`src/rtl/avr_mem_router.sv`:
```
// avr_mem_router
//   Routes AVR CPU data-space accesses to NREG memory regions with per-region
//   wait states, an optional bank extension of the address, a bank register
//   mapped at BANK_ADDR and a fault pulse for unmapped accesses.
//
// Ports
//   clock        sole clock
//   reset_n      synchronous active-low reset
//   address      CPU data address
//   data_o       CPU write data
//   wren / rden  CPU write / read request (both high = write)
//   data_i       read data returned to the CPU
//   stall        holds the CPU while wait states are counted
//   mem_address  shared memory address {bank-or-zero, address}
//   mem_data     shared memory write data
//   mem_sel      one-hot region select
//   mem_wren     per-region write strobe
//   mem_q        per-region read data, one cycle after the select
//   bank         current bank register
//   fault        one-cycle pulse after an unmapped access
module avr_mem_router #(
  parameter int                     NREG       = 4,
  parameter int                     BANK_W     = 4,
  parameter int                     WAIT_W     = 3,
  parameter logic [15:0]            BANK_ADDR  = 16'h005B,
  parameter logic [NREG*16-1:0]     REG_BASE   = {16'h4000, 16'hC000, 16'h0000, 16'h0000},
  parameter logic [NREG*16-1:0]     REG_MASK   = {16'hE000, 16'hF000, 16'h4000, 16'hE000},
  parameter logic [NREG*WAIT_W-1:0] REG_WAIT   = {3'd2, 3'd3, 3'd1, 3'd0},
  parameter logic [NREG-1:0]        REG_BANKED = 4'b0010
) (
  input  logic                   clock,
  input  logic                   reset_n,
  input  logic [15:0]            address,
  input  logic [7:0]             data_o,
  input  logic                   wren,
  input  logic                   rden,
  output logic [7:0]             data_i,
  output logic                   stall,
  output logic [16+BANK_W-1:0]   mem_address,
  output logic [7:0]             mem_data,
  output logic [NREG-1:0]        mem_sel,
  output logic [NREG-1:0]        mem_wren,
  input  logic [NREG*8-1:0]      mem_q,
  output logic [BANK_W-1:0]      bank,
  output logic                   fault
);

  localparam int IDX_W = (NREG > 1) ? $clog2(NREG) : 1;

  typedef enum logic [1:0] {IDLE, WAIT, LAST} state_t;

  state_t              state;
  logic [WAIT_W-1:0]   cnt;

  // Transaction captured when a wait-stated access is accepted
  logic [15:0]         addr_l;
  logic [7:0]          data_l;
  logic [BANK_W-1:0]   ext_l;
  logic [IDX_W-1:0]    idx_l;
  logic                wr_l;

  // Read-return path: rd_pend selects the region's mem_q for one cycle,
  // data_q holds the last returned value otherwise
  logic                rd_pend;
  logic [IDX_W-1:0]    rd_idx;
  logic [7:0]          data_q;

  logic                hit;
  logic [IDX_W-1:0]    hit_idx;
  logic [WAIT_W-1:0]   hit_wait;
  logic                hit_banked;
  logic [BANK_W-1:0]   ext_now;
  logic                req, new_req, acc_bank, acc_mem, acc_none, acc_fast;

  // Descending scan so the lowest hitting region is the last assignment
  always_comb begin
    hit     = 1'b0;
    hit_idx = '0;
    for (int i = NREG - 1; i >= 0; i--) begin
      if ((address & REG_MASK[i*16 +: 16]) == REG_BASE[i*16 +: 16]) begin
        hit     = 1'b1;
        hit_idx = IDX_W'(i);
      end
    end
  end

  assign hit_wait   = REG_WAIT[int'(hit_idx)*WAIT_W +: WAIT_W];
  assign hit_banked = REG_BANKED[hit_idx];
  assign ext_now    = hit_banked ? bank : {BANK_W{1'b0}};

  assign req      = wren | rden;
  assign new_req  = (state == IDLE) && req;
  assign acc_bank = new_req && (address == BANK_ADDR);
  assign acc_mem  = new_req && (address != BANK_ADDR) && hit;
  assign acc_none = new_req && (address != BANK_ADDR) && !hit;
  assign acc_fast = acc_mem && (hit_wait == '0);

  // Cycle 0 is driven straight from the decode; later cycles replay the
  // latched transaction so the bus stays constant while the CPU is held.
  // Write strobes are gated by reset_n so a reset aborts a pending write.
  always_comb begin
    mem_sel     = '0;
    mem_wren    = '0;
    mem_address = {ext_now, address};
    mem_data    = data_o;
    stall       = 1'b0;
    if (state == IDLE) begin
      if (acc_mem) begin
        mem_sel[hit_idx] = 1'b1;
        if (acc_fast) begin
          mem_wren[hit_idx] = wren & reset_n;
        end else begin
          stall = 1'b1;
        end
      end
    end else begin
      mem_sel[idx_l] = 1'b1;
      mem_address    = {ext_l, addr_l};
      mem_data       = data_l;
      if (state == WAIT) begin
        stall = 1'b1;
      end else begin
        mem_wren[idx_l] = wr_l & reset_n;
      end
    end
  end

  assign data_i = rd_pend ? mem_q[int'(rd_idx)*8 +: 8] : data_q;

  always_ff @(posedge clock) begin
    if (!reset_n) begin
      state   <= IDLE;
      cnt     <= '0;
      bank    <= '0;
      fault   <= 1'b0;
      rd_pend <= 1'b0;
      data_q  <= 8'hFF;
    end else begin
      fault   <= acc_none;
      rd_pend <= 1'b0;
      data_q  <= data_i;
      case (state)
        IDLE: begin
          if (acc_bank) begin
            if (wren) bank   <= data_o[BANK_W-1:0];
            else      data_q <= 8'(bank);
          end else if (acc_none) begin
            if (!wren) data_q <= 8'hFF;
          end else if (acc_fast) begin
            if (!wren) begin
              rd_pend <= 1'b1;
              rd_idx  <= hit_idx;
            end
          end else if (acc_mem) begin
            addr_l <= address;
            data_l <= data_o;
            ext_l  <= ext_now;
            idx_l  <= hit_idx;
            wr_l   <= wren;
            cnt    <= hit_wait;
            // A single wait state needs no counting: go straight to release
            state  <= (hit_wait == WAIT_W'(1)) ? LAST : WAIT;
          end
        end
        WAIT: begin
          cnt <= cnt - WAIT_W'(1);
          if (cnt == WAIT_W'(2)) state <= LAST;
        end
        LAST: begin
          if (!wr_l) begin
            rd_pend <= 1'b1;
            rd_idx  <= idx_l;
          end
          state <= IDLE;
        end
        default: state <= IDLE;
      endcase
    end
  end

endmodule

```
`config.mk`:
```
export PLATFORM = sky130hd
export DESIGN_NAME = avr_mem_router
export DESIGN_NICKNAME = d
export VERILOG_FILES = /design/src/rtl/avr_mem_router.sv
export SDC_FILE = /design/constraint.sdc
export NUM_CORES = 1
export LEC_CHECK = 0
export CAP_MARGIN = 20
export CORE_MARGIN = 1.5
export CORE_UTILIZATION = 45
export CTS_BUF_LIST = sky130_fd_sc_hd__clkbuf_4 sky130_fd_sc_hd__clkbuf_8
export CTS_CLUSTER_DIAMETER = 80
export DETAILED_ROUTE_END_ITERATION = 8
export PLACE_DENSITY = 0.88
export SLEW_MARGIN = 5
export SYNTH_ARGS = -nofsm -noshare
export SYNTH_HDL_FRONTEND = slang
export SYNTH_SLANG_ARGS = --single-unit
```
`constraint.sdc`:
```
create_clock -name clock -period 4.1 [get_ports clock]
set_input_delay 0.615 -clock clock [delete_from_list [all_inputs] [get_ports clock]]
set_output_delay 0.615 -clock clock [all_outputs]
set_load 0.01 [all_outputs]
```
==> metrics.md <==
| Metric | Value |
|---|---|
| Avg Inst Size Synth | ~10 um2 |
| # IOs | 110 |
| Slew Viols, Final | 0 |
| Nets | 457 |
| Core Region | ~6000 um2 |
| Final Skew | 0.0127 ns |
| Hold Vio Cnt, Final | 0 |
| P_leak | about 1.5 nW |
| CP max FO | 8 |
| Distinct cells, synth | 45 |
| Yosys top cell by area | edfxtp_1 |
| Setup CP Type | primary input to output pin |
| Sw Pwr | approximately 0.00046 W |
| Core Util, Final | between 60% and 70% |
| Clk buf depth | 2 |
| Global-route wire length before repair | between 10 and 15 mm |
| Synth area leaders | edfxtp_1, dfxtp_1, nand2_1, mux4_2, mux2_2 |
| Pwr dens | 355 nW/um2 |
| DRT Pass-1 Iters | 5 |
| Final Critical Period | around 3.9 ns |
| Relative slew slack | between 50% and 60% |
| HP Class | register to register |
| Internal power | 0.000995 W |
| R2R depth | 5 |
| Final GP Congestion | 0.863 |
| Post-Route WL | 7.80 mm |
| Syn Nets | approximately 350 |
| Number of global-route vias before repair | about 2600 |
| DIE AREA | approximately 6800 um2 |
| Hold-fix buffers, CTS | 0 |
| Post-Synthesis Cells | between 200 and 300 |
| CP max-delay cell | clkdlybuf4s50_1 |
| Clock slew at reported path FFs | about 0.090 ns |
| Post-DP HPWL | 5.97 mm |
| DRT iter0 DRCs | around 260 |
| ANT nets after route | 0 |
| Post-synthesis async set-or-reset flop share | 0% |
| Post-synth EDFFs | 33 |
| Worst path max stage delay | around 0.57 ns |
| Drc violations | 0 |
| Initial Util | a little under half |
| Post-CTS setup buffers | 0 |
| CP Launch Type | primary input |
| Die X | slightly above 80 um |
| Clk sink count | 52 |
| Clock Power Share | 20.7% |
| Overall Global Routing Usage | about a quarter |
| Ys Warns | 0 |
| Worst EP required | ~3.5 ns |
| Worst hold path depth | 1 |
| Resized Gates After CTS | 0 |
| Vias | roughly 2600 |
| Cell Area, Synth | about 2800 um2 |
| Antenna violations before repair | 0 |
| Critical path arrival | between 3 and 4 ns |
| Sequential power share | between 40 and 50% |
| Number of buffers created by CTS | 5 |
| Actual slew at the worst max-slew pin | ~0.61 ns |
| Proportion of layout cells with a drive suffix above 1 | about an eighth |
| Max Fclk | ~0.26 GHz |
| Comb pwr share | approximately 37% |
| Antenna diodes | 0 |
| MaxCap Viol Count | 0 |
| Seq cells post-synth | 52 |
| Die height | approximately 82 um |
| Primary FF master, synth | edfxtp_1 |
| Worst-skew pair later-pin latency | 0.32 ns |
| R2r setup slk | 1.70 ns |
| Grt ovf | 0 |
| Rows | 28 |
| Vias per cell | around 5.7 |
| H-tree levels | 2 |
| Cell chain of the critical path | clkdlybuf4s50_1 > nor2_1 > xnor2_1 > inv_1 > ha_1 > a2111oi_2 > a21o_1 > clkdlybuf4s50_1 |
| Tcrit/Tclk final | between 90 and 100% |
| # port buffers | 109 |
| Switching share of total power | between 30% and 40% |
| Post-route setup TNS | 0 ns |
| # setup viols final | 0 |
| CTS tree | done |
| RSZ-0062 raised after global routing | false |
| Worst vdd ir | approximately 0.00017 V |
| Routed wire per std cell | approximately 17 um |
| Synth-to-layout area growth | 44.5% |
| Commonest cells post-synth | nand2_1, edfxtp_1, dfxtp_1 |
| Outcome | finished clean |
| Most frequent cell after synthesis | nand2_1 |
| CP dominant cell by count | clkdlybuf4s50_1 |
| Largest net degree at the start of global routing | 34 |
| Top cell type's share of synthesized area | a little over a third |
| Root Driver | clkbuf_8 |
| Sequential share of the synthesized area | 48.4% |
| Setup crit end kind | output pin |
power groups by stage:
stage	Clock, W	Combinational [W]	Sequential [W]
floorplan	0	0.000271	0.000615
global placement	0	0.000518	0.000625
detailed placement	0	0.000532	0.000628
CTS	0.000299	0.000534	0.000615
global route	0.000322	0.000582	0.000620
finish	0.000300	0.000535	0.000616
metal layers:
layer	share of wire (%)	global-route usage (%)	up-vias
li1	-	-	1230
met1	39	28.0	1251
met2	50	40.9	134
met3	8.3	6.59	24
met4	2.2	7.12	0
met5	0	0	-
cells by family (layout without fill, tap and decap cells):
| logic type | Yosys count | in the layout | synth area share [%] |
|---|---|---|---|
| adder cells (fa/ha/maj) | 6 | 6 | 2.65 |
| buffers and inverters | 25 | 132 | 3.62 |
| flip-flops | 52 | 52 | 48.4 |
| AND/OR/NAND/NOR | 131 | 131 | 22.0 |
| XOR/XNOR | 1 | 1 | 0.309 |
| multiplexers | 22 | 22 | 11.9 |
| AO/OA/AOI/OAI | 48 | 48 | 11.0 |
layout make-up:
class,count,area [um2]
multi-input cells,208,1360
repair buffers,116,1140
inverters,8,30.0
flip-flops and latches,52,1370
fillers,460,1900
clock inverters,3,23.8
clock buffers,5,68.8
well taps,75,93.8
critical path: cells and delay by family:
family                   cells  cell delay, ns
AND/OR/NAND/NOR              1            0.10
adder cells (fa/ha/maj)      1            0.34
buffers and inverters        3            1.25
AO/OA/AOI/OAI                2            0.61
XOR/XNOR                     1            0.37
per-stage QoR:
stage,total power (W),instance area (um2),instances,hold WS (ns),worst slack (ns)
floorplan,0.000885,2830,285,0.470,0.812
global placement,0.00114,4000,459,0.485,0.441
detailed placement,0.00116,4000,459,0.504,0.281
CTS,0.00145,4090,467,0.517,0.265
global route,0.00152,4090,467,0.555,0.0413
finish,0.00145,4090,467,0.514,0.194
sequential cells by signal, summed over array words and instances, names as in the netlist:
signal and flops:
data_q 8, rd_pend 1, idx_l 2, bank 4
ext_l 4, fault 1, state 2, data_l 8
wr_l 1, rd_idx 2, cnt 3, addr_l 16
worst paths after layout:
check / start / to
setup / recovery: address[13] / stall
hold / removal: cnt[2] / cnt[2]
setup reg to reg: state[1] / addr_l[6]
hold reg to reg: cnt[2] / cnt[2]
layout by cell type (no fill, tap or decap), types with 2 or more instances in the layout:
cell type / instances
nand2b_1: 4
nand3_1: 10
nor2_2: 2
edfxtp_1: 33
o22ai_1: 3
nor4_1: 3
a21o_1: 3
or4_1: 2
nor3_1: 7
clkinvlp_4: 2
mux4_2: 8
o2bb2ai_1: 3
nand2_1: 77
o21ai_0: 13
clkdlybuf4s50_1: 109
dfxtp_1: 19
nor2_1: 9
ha_1: 6
clkbuf_8: 5
mux2_2: 14
and2_1: 5
inv_1: 8
a21oi_1: 18
buf_4: 7
No activity file was read; power rests on OpenSTA's default activity.
